<file path="src/rtl/issue_pkg.sv">
// Shared helpers for the issue scheduler: index/occupancy widths and the
// default number of issue ports.
package issue_pkg;

  localparam int PORTS_DEFAULT = 32'sd2;

  // Width needed to index n entries; never narrower than one bit.
  function automatic int idx_width(input int n);
    return (n > 32'sd1) ? $clog2(n) : 32'sd1;
  endfunction

  // Width needed to hold an occupancy count from 0 to n inclusive.
  function automatic int occ_width(input int n);
    return $clog2(n + 32'sd1);
  endfunction

endpackage

</file>
<file path="src/rtl/queue_issue_sched_select.sv">
// Combinational first-K picker: walks the free ports in ascending order and
// hands each one the oldest candidate entry not yet taken by a lower port.
module oldest_ready_select
  import issue_pkg::*;
#(
  parameter int Size  = 32'sd4,
  parameter int Ports = PORTS_DEFAULT,
  localparam int IdxW = idx_width(Size)
) (
  input  logic [Size-1:0]  cand,
  input  logic [Ports-1:0] free,
  output logic [Size-1:0]  pop,
  output logic [IdxW-1:0]  port_idx [Ports],
  output logic [Ports-1:0] port_assign
);

  logic [Size-1:0] taken_s;
  logic            found_s;
  logic            pick_s;

  // Priority walk: ports in ascending index, entries oldest first; each
  // entry can be claimed by at most one port.
  always_comb begin
    taken_s     = '0;
    found_s     = 1'b0;
    pick_s      = 1'b0;
    port_assign = '0;
    for (int p = 0; p < Ports; p++) begin
      port_idx[p] = '0;
    end
    for (int p = 0; p < Ports; p++) begin
      found_s = 1'b0;
      if (free[p]) begin
        for (int i = 0; i < Size; i++) begin
          pick_s      = !found_s && cand[i] && !taken_s[i];
          taken_s[i]  = taken_s[i] | pick_s;
          found_s     = found_s | pick_s;
          // At most one pick per port, so OR-accumulating the index is exact.
          port_idx[p] = port_idx[p] | ({IdxW{pick_s}} & IdxW'(i));
        end
        port_assign[p] = found_s;
      end else begin
        port_assign[p] = 1'b0;
      end
    end
    pop = taken_s;
  end

endmodule

</file>
<file path="src/rtl/queue_issue_sched.sv">
// Issue scheduler for the compacting multi-pop queue. Picks up to Ports ready
// entries per cycle (oldest first), pops them from the queue and captures them
// into per-port output registers with a valid/ready handshake.
module queue_issue_sched
  import issue_pkg::*;
#(
  parameter int  Size  = 32'sd4,
  parameter type T     = logic [3:0],
  parameter int  Ports = PORTS_DEFAULT
) (
  input  logic                        i_clk,
  input  logic                        i_rst_n,
  input  logic                        i_flush,
  input  logic [occ_width(Size)-1:0]  i_size,
  input  T                            i_entry [Size],
  input  logic [Size-1:0]             i_entry_ready,
  output logic [Size-1:0]             o_pop,
  output logic [Ports-1:0]            o_valid,
  output T                            o_data [Ports],
  input  logic [Ports-1:0]            i_ready
);

  localparam int OccW = occ_width(Size);
  localparam int IdxW = idx_width(Size);

  logic [Size-1:0]  cand_s;
  logic [Ports-1:0] free_s;
  logic [Size-1:0]  pop_s;
  logic [IdxW-1:0]  idx_s [Ports];
  logic [Ports-1:0] assign_s;

  // Candidates: ready entries inside the occupied region; nothing is offered
  // during flush or reset so the queue never loses an uncaptured entry.
  always_comb begin
    cand_s = '0;
    for (int i = 0; i < Size; i++) begin
      if ((OccW'(i) < i_size) && i_entry_ready[i] && !i_flush && i_rst_n) begin
        cand_s[i] = 1'b1;
      end else begin
        cand_s[i] = 1'b0;
      end
    end
  end

  // A port can take a new entry when empty or when its entry leaves this cycle.
  always_comb begin
    free_s = ~o_valid | i_ready;
  end

  oldest_ready_select #(
    .Size  (Size),
    .Ports (Ports)
  ) u_select (
    .cand        (cand_s),
    .free        (free_s),
    .pop         (pop_s),
    .port_idx    (idx_s),
    .port_assign (assign_s)
  );

  assign o_pop = pop_s;

  // Per-port EMPTY/FULL registers: load on assign, drain on consume, hold on stall.
  always_ff @(posedge i_clk or negedge i_rst_n) begin
    if (!i_rst_n) begin
      o_valid <= '0;
      for (int p = 0; p < Ports; p++) begin
        o_data[p] <= '0;
      end
    end else if (i_flush) begin
      o_valid <= '0;
    end else begin
      for (int p = 0; p < Ports; p++) begin
        if (free_s[p]) begin
          o_valid[p] <= assign_s[p];
          if (assign_s[p]) begin
            o_data[p] <= i_entry[idx_s[p]];
          end
        end
      end
    end
  end

endmodule
</file>
<file path="config.mk">
export PLATFORM = sky130hd
export DESIGN_NAME = queue_issue_sched
export DESIGN_NICKNAME = d
export VERILOG_FILES = /design/src/rtl/issue_pkg.sv /design/src/rtl/queue_issue_sched_select.sv /design/src/rtl/queue_issue_sched.sv
export SDC_FILE = /design/constraint.sdc
export NUM_CORES = 1
export LEC_CHECK = 0
export CAP_MARGIN = 40
export CORE_MARGIN = 2
export CORE_UTILIZATION = 47
export CTS_BUF_LIST = sky130_fd_sc_hd__clkbuf_4 sky130_fd_sc_hd__clkbuf_8
export DETAILED_ROUTE_END_ITERATION = 6
export GPL_TIMING_DRIVEN = 0
export PLACE_DENSITY_LB_ADDON = 0.2
export REMOVE_ABC_BUFFERS = 1
export SKIP_LAST_GASP = 1
export SLEW_MARGIN = 0
export SYNTH_ARGS = -nofsm -noshare
export SYNTH_HDL_FRONTEND = slang
export SYNTH_SLANG_ARGS = --single-unit
</file>
<file path="constraint.sdc">
create_clock -name i_clk -period 5.36 [get_ports i_clk]
set_clock_uncertainty 0.15 [all_clocks]
set_input_delay 0.536 -clock i_clk [delete_from_list [all_inputs] [get_ports i_clk]]
set_output_delay 0.536 -clock i_clk [all_outputs]
set_load 0.03 [all_outputs]
</file>
== Yosys cells after proc, flatten, opt, wreduce, memory -nomap -nowiden ==
Cells that the tools add are included.
Cells by class
  order comparisons: 6
  mux-type cells: 19
  bitwise gates (word level): 19
  reductions and logical operators: 37
Operator list (count)
  2-to-1 mux 4 bit: 6
  logical AND 1 bit: 22
  binary-select mux 4 bit (select 2 bit): 2
  logical NOT 1 bit: 11
  OR 1 bit: 10
  2-to-1 mux 1 bit: 8
  greater-or-equal comparator 3 bit, second input constant: 2
  < comparator 1 x 3 -> 1 bit, first input constant: 2
  < comparator 2 x 3 -> 1 bit, first input constant: 2
  2-to-1 mux 2 bit: 3
  inverter 2 -> 3 bit: 2
  OR 2 bit: 3
  AND reduction 3 bit: 2
  OR 1 x 2 -> 2 bit: 2
  nonzero test 2 bit: 2
  inverter 2 bit: 1
  inverter 1 bit: 1
Word-level totals
  flip-flop bits (word level): 10
  input port bits: 28
  word-level logic and storage cells: 85

== Longest topological paths before layout ==
  depth after elaboration: 33
  gate-level depth with buffers: 7
  gate-level depth less buffers: 6

== By module ==
Synthesis repeated with hierarchy kept, for this count alone.
Unflattened totals
  cell total of the unflattened synthesis: 84
  area, all modules: 928.4 µm²
By module, submodules not included
  queue_issue_sched: times used 1, cells an instance 43, area each 655.6 µm², seq. area each 250.2 µm²
  oldest_ready_select: times used 1, cells an instance 41, area each 272.8 µm², seq. area each 0.0 µm²

== Least setup slack after synthesis ==
OpenSTA, ideal clock, no wires.
  path kind: input to output
  start: input i_size[1]
  end: output o_pop[3]
  arrival time: 1973 ps
  data required time: 4674 ps
  slack: 2701 ps
  cell stages on the path: 6
  buffers on the path: 0
  cells stage by stage: or3_4 a21oi_4 nor2_1 o32a_1 o32a_1 nor2_1
Between the ends
  word-level cells in the longest chain between the ends: 21
RTL lines
  start: declaration: line queue_issue_sched.sv:14  | input logic [occ_width(Size)-1:0] i_size,
  < comparator 1 x 3 -> 1 bit: line queue_issue_sched.sv:37  | if ((OccW'(i) < i_size) && i_entry_ready[i] && !i_flush && i_rst_n) begin
  logical AND 1 bit (3 in a row): line queue_issue_sched.sv:37
  2-to-1 mux 1 bit: line queue_issue_sched.sv:37
  2-to-1 mux 4 bit: line queue_issue_sched_select.sv:33  | if (free[p]) begin
  logical NOT 1 bit: line queue_issue_sched_select.sv:35  | pick_s = !found_s && cand[i] && !taken_s[i];
  logical AND 1 bit: line queue_issue_sched_select.sv:35
  logical NOT 1 bit: line queue_issue_sched_select.sv:35
  logical AND 1 bit (2 in a row): line queue_issue_sched_select.sv:35
  OR 1 bit: line queue_issue_sched_select.sv:37  | found_s = found_s | pick_s;
  logical NOT 1 bit: line queue_issue_sched_select.sv:35
  logical AND 1 bit (2 in a row): line queue_issue_sched_select.sv:35
  OR 1 bit: line queue_issue_sched_select.sv:37
  logical NOT 1 bit: line queue_issue_sched_select.sv:35
  logical AND 1 bit (2 in a row): line queue_issue_sched_select.sv:35
  OR 1 bit: line queue_issue_sched_select.sv:36  | taken_s[i] = taken_s[i] | pick_s;
  2-to-1 mux 4 bit (*): line queue_issue_sched_select.sv:33
  end: declaration: line queue_issue_sched.sv:17  | output logic [Size-1:0] o_pop,
Mark *: on every way between the ends. The rest lies on a longest branch, timed or not.

== Final worst setup path ==
  start: input i_rst_n
  end: output o_pop[3]
Between the ends
  word-level cells in the longest chain between the ends: 18
RTL lines
  start: declaration: line queue_issue_sched.sv:12  | input logic i_rst_n,
  logical AND 1 bit: line queue_issue_sched.sv:37
  2-to-1 mux 1 bit: line queue_issue_sched.sv:37
  2-to-1 mux 4 bit: line queue_issue_sched_select.sv:33
  logical NOT 1 bit: line queue_issue_sched_select.sv:35
  logical AND 1 bit: line queue_issue_sched_select.sv:35
  logical NOT 1 bit: line queue_issue_sched_select.sv:35
  logical AND 1 bit (2 in a row): line queue_issue_sched_select.sv:35
  OR 1 bit: line queue_issue_sched_select.sv:37
  logical NOT 1 bit: line queue_issue_sched_select.sv:35
  logical AND 1 bit (2 in a row): line queue_issue_sched_select.sv:35
  OR 1 bit: line queue_issue_sched_select.sv:37
  logical NOT 1 bit: line queue_issue_sched_select.sv:35
  logical AND 1 bit (2 in a row): line queue_issue_sched_select.sv:35
  OR 1 bit: line queue_issue_sched_select.sv:36
  2-to-1 mux 4 bit (*): line queue_issue_sched_select.sv:33
Marks and branches as above.

==> summary.txt <==
Clock network
  – H-Tree Level Count: 1
  – CTS tree: yes
  – PostCTS Resize Cnt: 0
  – Worst-path clk slew: 80 ps
  – Clk buf depth: 2
  – Inserted Clock Buffers: 3
  – Root buf cell: clkbuf_4
  – Clock Sinks: 10
  – CTS Hold Bufs: 0
  – Worst skew pair latency: 280 ps
  – Post-CTS Setup Bufs: 0

Synthesis
  – Mapped cell area: 979.7 µm²
  – Synth Area in XOR/XNOR: 0.8940%
  – Avg Synthesized Cell Area: 8.988 µm²
  – Syn. warnings: 0
  – Post-synthesis compound-gate area fraction: 34.74%
  – Mux share of post-synthesis cell area: roughly 8.4%
  – Seq/Total Area, Yosys: 25.54%
  – Adder-cell area share of the yosys netlist: 0%
  – Largest family of logic cells by synthesized area: compound AO/OA/AOI/OAI gates
  – Mapped Cells: ~110
  – Synthesized flop and latch total: 10
  – Post-Synth Simple-Gate Area: 24.78%
  – Synth unique cells: 46

Power and ir drop
  – Clk network pwr share: between 20% and 30%
  – Int Pwr: approximately 220 µW
  – Switch share: 38.19%
  – Leakage: 0.5663 nW
  – Maximum VDD drop: 0.1723 mV
  – Net Sw Power: between 100 and 150 µW
  – Cell Pwr Density: approximately 250 nW/µm²
  – Power consumption: 353.4 µW
  – Sequential share of power: between 30% and 40%
  – Combinational power share: 49.2%

Run status
  – Status: completed

Floorplan
  – Chip width: roughly 50 µm
  – Die area: 2466 µm²
  – Initial core utilization: 49.94%
  – Die H: around 50 µm
  – Num ports: 42
  – Core Region: 1962 µm²
  – Row count: 16

Worst setup path
  – Setup crit end kind: primary output
  – CP max stage cell: clkdlybuf4s50_1
  – Largest stage delay on the critical path: 770 ps
  – Cell chain of the critical path: clkdlybuf4s50_1 -> and3b_1 -> a21oi_4 -> nor2_1 -> o32a_1 -> o32a_1 -> nor2_1 -> clkdlybuf4s50_1
  – Critical path fanouts, max: 16
  – Required time worst endpoint: 4670 ps
  – Startpoint Class: input pin
  – Crit path DAT: 3200 ps
  – Crit Path Category: in -> out

Layout
  – Multi-input gate area: around 670 µm²
  – # diodes: 0
  – Area Overhead vs Synth: 44.96%
  – Post-route cell area: about 1400 µm²
  – Fillers: 171
  – Post-Layout Cell Count: 178
  – Post-layout util: 72.39%
  – Nets: 180
  – Total area of sequential cells: 250.2 µm²
  – Share of cells above drive strength 1: 11.26%

Timing
  – Fmax: 257.5 MHz
  – Final setup viols: 0
  – RSZ-0062 raised after global routing: false
  – Worst-Margin Slew: between 600 and 700 ps
  – Slew headroom: 54.60%
  – Hold_ws: 331.5 ps
  – Final max-slew violation count: 0
  – Post-layout minimum cycle time: 3884 ps
  – Setup TNS: 0 ps
  – Fin. Hold Viols: 0
  – Fin worst setup slack: approximately 1500 ps
  – Fin crit share: 72.45%

Routing
  – Detailed Route Iter0 Violations: roughly 50
  – DRC violations left: 0
  – Routed length per instance: between 15 and 20 µm
  – Post-DRT Antenna Nets: 0
  – Router iterations before antenna repair: 5
  – Vias per cell: 6.146
  – Final wirelength: 2962 µm
  – DR vias: around 1100

Placed design
  – Port bufs: 41
  – RePlAce Congestion: approximately 0.88
  – Hpwl dp: 2300 µm
  – DP Worst Slack: 1474 ps
  – Placed Cells incl. Taps: 174
  – Placement Cell Area: ~1400 µm²

GRT
  – Total grt overflow: 0
  – Total global-route track usage: 26.23%
  – Largest net degree at the start of global routing: 17
  – Met3 usage: 6.364%
  – Vias in the first global route: ~1100
  – GRT met2 Usage: 44.00%
  – Global-route wire length before repair: 5037 µm
  – GR Util met1: 33.65%
  – Layer carrying the most global-route usage: met2
  – Initial antenna violation count: 0

Job
  – Maxcap violations: 0

Min path
  – Worst Hold Class: reg -> reg
cells by family after synthesis:
logic type,after synthesis
and+or+nand+nor,42
DFF,10
muxes,8
buffers and inverters,7
AOI/OAI and AO/OA,41
xor gates and xnor gates,1
cell usage after synthesis, drive strengths merged:
cell     instances  area share [%]
nor2            14             6.1
dfrtp           10              26
a21oi            8             5.6
mux2i            6             6.1
nand2            6             2.3
nor3             6             3.6
o21ai            5             3.7
a21o             4             3.1
inv              4             1.5
o221ai           4             5.4
a22oi            3             2.3
a31oi            3             1.9
nor2b            3             2.2
o32a             3             3.1
a2111oi          2             1.8
clkbuf           2             2.9
mux2             2             2.3
nand2b           2             1.3
nand3            2             1.0
o21a             2             1.5
a211o            1            0.89
a211oi           1            0.77
a2bb2oi          1            0.89
and2b            1            0.89
and3             1             1.1
and3b            1            0.89
and4b            1             1.0
buf              1             1.1
nand3b           1            0.77
nand4b           1            0.89
o2111a           1             1.1
o221a            1             1.1
o22ai            1            0.64
o32ai            1            0.89
or2              1            0.64
or2b             1            0.89
or3              1             1.1
xnor2            1            0.89
path summary, 6_finish.rpt:
path / startpoint / end / slack (ps) / cells after the start
setup / recovery: i_rst_n / o_pop[3] / 1480 / 8
hold / removal: o_data[6] / o_data[6] / 330 / 1
setup reg to reg: o_valid[0] / o_data[5] / 3310 / 6
hold reg to reg: o_data[6] / o_data[6] / 330 / 1
max in group asynchronous: i_rst_n / o_data[7] / 4110 / 1
min in group asynchronous: i_rst_n / o_data[0] / 520 / 1
worst max-delay path, delay by kind of cell:
kind	cells	cell delay, ps
buf+inv	2	1450
compound gates	3	620
simple gates	3	590
metal layers:
metal	share of wire (%)	routed length, µm
met1	40	1199
met2	49	1449
met3	8.9	264
met4	1.6	48
met5	0	0
layout by cell type, fill, tap and decap left out, drive strengths merged, types with 2 or more instances in the layout:
master,instances
o32a,3
o221ai,4
nor2b,3
inv,4
clkbuf,4
a22oi,3
o21a,2
o21ai,5
a31oi,3
a21o,4
nand3,2
nor2,14
nand2,6
dfrtp,10
mux2,2
nor3,6
a21oi,8
mux2i,6
a2111oi,2
nand2b,2
clkdlybuf4s50,41
flip-flops by register name (all words and copies together), names as in the netlist:
signal and cells:
o_data 8, o_valid 2
area by class of cell:
class | count | area share [%]
multi-input combinational | 92 | 47.49
clock buffer | 4 | 2.555
inverter | 4 | 1.057
sequential | 10 | 17.62
timing repair buffer | 41 | 28.90
tap | 27 | 2.379
power groups by stage:
stage,sequential (mW),combinational [mW],clock [mW]
2_1_floorplan,0.149,0.0520,0
3_3_place_gp,0.107,0.170,0
3_5_place_dp,0.108,0.173,0
4_1_cts,0.107,0.174,0.0724
5_1_grt,0.108,0.185,0.0757
6_report,0.106,0.174,0.0734
(Power assumes the default switching activity.)
